**src/rtl/simplerisc_pkg.sv**
```systemverilog
// Shared types and constants for the SimpleRISC front end.
package simplerisc_pkg;

  typedef enum logic [2:0] {
    ST_IDLE,
    ST_REQ,
    ST_HOLD,
    ST_DRAIN,
    ST_ERR
  } fetch_state_e;

  localparam int unsigned INSTR_BYTES      = 4;
  localparam logic [31:0] RESET_PC_DEFAULT = 32'h0000_0000;

  function automatic logic [31:0] align_pc(input logic [31:0] pc);
    return {pc[31:2], 2'b00};
  endfunction

endpackage

```
**src/rtl/fetch_timeout_ctr.sv**
```systemverilog
// Counts cycles an instruction-memory request waits for ack; expired_o fires on
// the waiting cycle that would bring the count up to limit_i (limit 0 = never).
module fetch_timeout_ctr (
  input  logic       clk,
  input  logic       rst_n,
  input  logic       inc_i,
  input  logic       clr_i,
  input  logic [7:0] limit_i,
  output logic       expired_o
);

  logic [7:0] cnt_q, cnt_d;

  always_comb begin
    cnt_d = cnt_q;
    if (clr_i) begin
      cnt_d = 8'd0;
    end else if (inc_i) begin
      cnt_d = cnt_q + 8'd1;
    end
  end

  always_ff @(posedge clk or negedge rst_n) begin
    if (!rst_n) begin
      cnt_q <= 8'd0;
    end else begin
      cnt_q <= cnt_d;
    end
  end

  assign expired_o = inc_i && (limit_i != 8'd0) && (cnt_q == limit_i - 8'd1);

endmodule

```
**src/rtl/fetch_sequencer.sv**
```systemverilog
// Owns the architectural PC and sequences instruction fetch over imem req/ack,
// presenting each instruction to decode through a valid/ready handshake.
//
//   state    | meaning
//   ---------+--------------------------------------------------------
//   ST_IDLE  | out of reset, request issued next cycle
//   ST_REQ   | imem_req high at pc, waiting for imem_ack
//   ST_HOLD  | instruction presented, waiting for if_ready
//   ST_DRAIN | stale request still outstanding after a redirect
//   ST_ERR   | memory timed out, parked until redirect or reset
module fetch_sequencer
  import simplerisc_pkg::*;
#(
  parameter logic [31:0] RESET_PC = RESET_PC_DEFAULT,
  parameter logic [7:0]  TIMEOUT  = 8'd255
) (
  input  logic        clk,
  input  logic        rst_n,
  output logic        imem_req,
  output logic [31:0] imem_addr,
  input  logic        imem_ack,
  input  logic [31:0] imem_rdata,
  output logic        if_valid,
  input  logic        if_ready,
  output logic [31:0] if_pc,
  output logic [31:0] if_instr,
  input  logic        redirect,
  input  logic [31:0] redirect_pc,
  output logic        fetch_err
);

  fetch_state_e state_q, state_d;
  logic [31:0]  pc_q, pc_d;
  logic [31:0]  addr_q, addr_d;
  logic [31:0]  ifpc_q, ifpc_d;
  logic [31:0]  instr_q, instr_d;
  logic         valid_q, valid_d;
  logic         err_q, err_d;
  logic         tmo_inc, tmo_clr, tmo_expired;

  fetch_timeout_ctr u_tmo (
    .clk       (clk),
    .rst_n     (rst_n),
    .inc_i     (tmo_inc),
    .clr_i     (tmo_clr),
    .limit_i   (TIMEOUT),
    .expired_o (tmo_expired)
  );

  always_comb begin
    state_d = state_q;
    pc_d    = pc_q;
    ifpc_d  = ifpc_q;
    instr_d = instr_q;
    valid_d = valid_q;
    err_d   = err_q;
    tmo_inc = 1'b0;
    tmo_clr = 1'b1;

    unique case (state_q)
      ST_IDLE: state_d = ST_REQ;
      ST_REQ: begin
        tmo_inc = !imem_ack;
        tmo_clr = imem_ack;
        if (imem_ack) begin
          instr_d = imem_rdata;
          ifpc_d  = pc_q;
          pc_d    = pc_q + 32'(INSTR_BYTES);
          valid_d = 1'b1;
          state_d = ST_HOLD;
        end else if (tmo_expired) begin
          err_d   = 1'b1;
          state_d = ST_ERR;
        end
      end
      ST_HOLD: begin
        if (if_ready) begin
          valid_d = 1'b0;
          state_d = ST_REQ;
        end
      end
      ST_DRAIN: begin
        tmo_inc = !imem_ack;
        tmo_clr = imem_ack;
        if (imem_ack) begin
          state_d = ST_REQ;
        end else if (tmo_expired) begin
          err_d   = 1'b1;
          state_d = ST_ERR;
        end
      end
      ST_ERR: state_d = ST_ERR;
      default: state_d = ST_IDLE;
    endcase

    // Redirect overrides everything above, including a same-cycle timeout;
    // an unacked request must still be drained before the new fetch starts.
    if (redirect) begin
      pc_d    = align_pc(redirect_pc);
      valid_d = 1'b0;
      err_d   = err_q;
      tmo_clr = 1'b1;
      if ((state_q == ST_REQ || state_q == ST_DRAIN) && !imem_ack) begin
        state_d = ST_DRAIN;
      end else begin
        state_d = ST_REQ;
      end
    end
  end

  // imem_addr only moves when a fresh request starts, so it stays put in DRAIN.
  assign addr_d = (state_d == ST_REQ) ? pc_d : addr_q;

  always_ff @(posedge clk or negedge rst_n) begin
    if (!rst_n) begin
      state_q <= ST_IDLE;
      pc_q    <= RESET_PC;
      addr_q  <= 32'd0;
      ifpc_q  <= 32'd0;
      instr_q <= 32'd0;
      valid_q <= 1'b0;
      err_q   <= 1'b0;
    end else begin
      state_q <= state_d;
      pc_q    <= pc_d;
      addr_q  <= addr_d;
      ifpc_q  <= ifpc_d;
      instr_q <= instr_d;
      valid_q <= valid_d;
      err_q   <= err_d;
    end
  end

  assign imem_req  = (state_q == ST_REQ) || (state_q == ST_DRAIN);
  assign imem_addr = addr_q;
  assign if_valid  = valid_q;
  assign if_pc     = ifpc_q;
  assign if_instr  = instr_q;
  assign fetch_err = err_q;

endmodule

```
**config.mk**
```make
export PLATFORM = sky130hd
export DESIGN_NAME = fetch_sequencer
export DESIGN_NICKNAME = d
export VERILOG_FILES = /design/src/rtl/simplerisc_pkg.sv /design/src/rtl/fetch_timeout_ctr.sv /design/src/rtl/fetch_sequencer.sv
export SDC_FILE = /design/constraint.sdc
export NUM_CORES = 1
export LEC_CHECK = 0
export BUFFER_PORTS_ARGS = -buffer_cell sky130_fd_sc_hd__buf_2
export CAP_MARGIN = 20
export CORE_MARGIN = 1.5
export CORE_UTILIZATION = 40
export CTS_CLUSTER_SIZE = 8
export DETAILED_ROUTE_END_ITERATION = 6
export HOLD_SLACK_MARGIN = 0.05
export PLACE_DENSITY = 0.66
export REMOVE_ABC_BUFFERS = 1
export SETUP_SLACK_MARGIN = 0.02
export SYNTH_ARGS = -nofsm -noshare
export SYNTH_HDL_FRONTEND = slang
export SYNTH_SLANG_ARGS = --single-unit
```
**constraint.sdc**
```tcl
create_clock -name clk -period 2.4 [get_ports clk]
set_clock_uncertainty 0.2 [all_clocks]
set_input_delay 0.36 -clock clk [delete_from_list [all_inputs] [get_ports clk]]
set_output_delay 0.36 -clock clk [all_outputs]
set_load 0.02 [all_outputs]
```
==> summary.txt <==
Outcome -> finished, final reports clean
# IOs -> 168
Global-route wire length before repair -> 27500 um
RePlAce Congestion -> 0.820
Die height -> 127 um
Grt total ovfl -> 0
1st-iter DRT viols -> 221
R2R cell count -> 5
Vias in the first global route -> 5522
Register area share after synthesis -> 0.571
Area Growth Syn to Fin -> 45.4%
Pwr Density -> 963 nW/um2
Distinct cells, synth -> 47
R2R Setup Slk -> 0.07 ns
R2R Path End -> imem_addr[18]
Port Buffer Count -> 165
Final Worst Setup Slack -> 0.0699 ns
Place WS -> -0.218 ns
Synthesis-stage register bit count -> 141
Worst slew margin -> 0.553
Layout cells sized above 1 -> 0.339
Post-DRT Antenna Nets -> 0
Min-delay src -> redirect_pc[16]
Max Slew Vio Count -> 0
Min-Delay Endpoint -> pc_q[16]
DRT Pass-1 Iters -> 4
Leak -> 4.37 nW
Routed Wire Length -> 17500 um
Initial antenna violation count -> 0
Clock buffer depth -> 2
Endpoint class of the critical path -> register
Initial Utilization -> 0.408
Max Cap Viol -> 0
Via count -> 5537
Period minus WS final -> 2.33 ns
Final hold viol count -> 0
Cell taking the most area after synthesis -> dfrtp_1
Total GRT Usage -> 0.221
Worst-margin pin slew -> 0.670 ns
Setup_tns -> 0 ns
Core footprint -> 15100 um2
Root buffer cell -> clkbuf_16
Critical Path AT -> 2.49 ns
Synth Area per Inst -> 9.80 um2
Vias per Instance -> 5.00
Post-DP HPWL -> 11500 um
Critical-path maximum fanout -> 10
Die W -> 127 um
Top cells by area, synth -> dfrtp_1 57%, nand2_1 12%, mux2_2 5.1%
CP Class -> reg2reg
Largest net degree at the start of global routing -> 53
Nets -> 979
Reg-to-Reg Start -> state_q[2]
Clock transition at the registers of the reported paths -> 0.06 ns
Post-synthesis cell count -> 630
Hold Path Stages -> 3
Post-Syn Area -> 6180 um2
H-tree Lvls -> 4
Fmax -> 0.429 GHz
Diodes inserted -> 0
Critical Path RT -> 2.56 ns
Max rail drop VDD -> 0.000519 V
YS warnings -> 0
Clock Latency Late Sink -> 0.42 ns
RSZ-0062 raised after global routing -> yes
Clock buffer count from CTS -> 17
Period utilization -> 0.971
Area fraction of the dominant cell type after synthesis -> 0.571
Drt drc -> 0
CTS tree -> done
Worst Hold Class -> in2reg
Final setup viols -> 0
Clock Sinks -> 141
Site row count -> 45
Die area -> 16200 um2
Critical path launch point type -> register
Wire per inst -> 15.8 um
Worst Setup SP -> state_q[2]
## area by class of cell
| type | instances | area (um2) |
|---|---|---|
| fillers | 1311 | 6160 |
| flip-flops and latches | 141 | 3530 |
| multi-input cells | 450 | 2590 |
| repair buffers | 288 | 1950 |
| clock buffers | 22 | 484 |
| well taps | 188 | 235 |
| clock inverters | 10 | 160 |
| inverters | 9 | 33.8 |
## per-layer routing
metal / track usage / wire length [um]
met1: 0.276 / 7800
met5: 0 / 0
met4: 0.0762 / 197
met3: 0.0515 / 1100
met2: 0.378 / 8370
## stage by stage
stage	instances	util	power (W)	instance area, um2	hold slack, ns
finish	1108	0.593	0.00865	8980	0.0775
floorplan	598	-	0.00467	6040	-0.136
CTS	1108	0.590	0.00869	8930	0.0658
global route	1108	0.593	0.00911	8980	0.0840
global placement	1013	0.504	0.00566	7630	0.133
detailed placement	1013	0.504	0.00571	7630	0.134
## synthesized netlist by cell type (all sizes together)
cell type / number
o21ai: 22
dfrtp: 141
and2: 1
nand4bb: 2
a211o: 1
xor2: 4
a22o: 1
o311a: 2
ha: 3
o41ai: 2
and3: 4
a21o: 1
a2bb2oi: 1
nand3: 19
a311oi: 3
mux2i: 1
nor4: 8
a221oi: 1
o31a: 7
xnor2: 10
o31ai: 8
a2111oi: 1
mux2: 32
nor2: 40
a211oi: 1
nor3: 5
and4bb: 1
nor2b: 8
nand2b: 6
clkbuf: 19
or3: 8
nand4: 12
o21bai: 1
a31oi: 13
inv: 9
a22oi: 2
or2: 2
and4: 3
buf: 13
or4: 9
nand2: 203
## registers in the layout (all words and copies together) (netlist names)
signal and flops:
if_valid 1, if_pc 32, u_tmo.cnt_q 8, state_q 3
imem_addr 32, fetch_err 1, pc_q 32, if_instr 32
## worst max path at each step
stage | endpoint | slack, ns | depth (start not counted)
floorplan | imem_addr[22] | -1.71 | 5
global placement | imem_addr[8] | -0.21 | 6
detailed placement | imem_addr[9] | -0.22 | 6
CTS | imem_addr[27] | 0.05 | 6
global route | imem_addr[18] | -0.04 | 6
finish | imem_addr[18] | 0.07 | 5
## cell usage in the layout, fill, tap and decap left out, drive strengths merged, types with 2 or more instances in the layout
| master | synthesis | final |
|---|---|---|
| a22oi | 2 | 2 |
| nand3 | 19 | 19 |
| o21ai | 22 | 22 |
| a311oi | 3 | 3 |
| a31oi | 13 | 13 |
| dlygate4sd3 | 0 | 56 |
| clkinv | 0 | 2 |
| ha | 3 | 3 |
| o31ai | 8 | 8 |
| o41ai | 2 | 2 |
| o31a | 7 | 7 |
| nor2b | 8 | 8 |
| nand4bb | 2 | 2 |
| nand2 | 203 | 203 |
| buf | 13 | 232 |
| dfrtp | 141 | 141 |
| nor3 | 5 | 5 |
| nor2 | 40 | 42 |
| and4 | 3 | 3 |
| bufinv | 0 | 4 |
| inv | 9 | 9 |
| mux2 | 32 | 32 |
| o311a | 2 | 2 |
| and3 | 4 | 4 |
| clkbuf | 19 | 22 |
| nand4 | 12 | 12 |
| nand2b | 6 | 6 |
| or3 | 8 | 8 |
| or2 | 2 | 2 |
| clkinvlp | 0 | 4 |
| xnor2 | 10 | 10 |
| xor2 | 4 | 4 |
| nor4 | 8 | 8 |
| or4 | 9 | 9 |
## cells by family after synthesis
| group | Yosys count | share of synthesized area |
|---|---|---|
| xor gates and xnor gates | 14 | 0.0199 |
| DFF | 141 | 0.571 |
| buffers and inverters | 41 | 0.0267 |
| adders and majority gates | 3 | 0.00608 |
| AOI/OAI and AO/OA | 67 | 0.0772 |
| muxes | 33 | 0.0600 |
| and+or+nand+nor | 331 | 0.239 |
## critical path: stages, from the launching register on
cell,delay [ns]
dfrtp_1,0.44
nand4bb_4,0.28
or3_4,0.42
or4_1,0.52
a31oi_2,0.24
mux2_1,0.16
## timing repair
action	CTS	global route
setup buffers	5	0
pin swaps	3	3
cloned	2	0
hold buffers	56	0
resized for setup	7	14
setup endpoints to repair	30	14
endpoints found under the hold margin	99	0
## where the power goes
part	switching, W	internal, W
clock network	0.000997	0.00185
logic	0.00156	0.000977
registers	0.000319	0.00295
total	0.00288	0.00577
No activity file was read; power rests on OpenSTA's default activity.
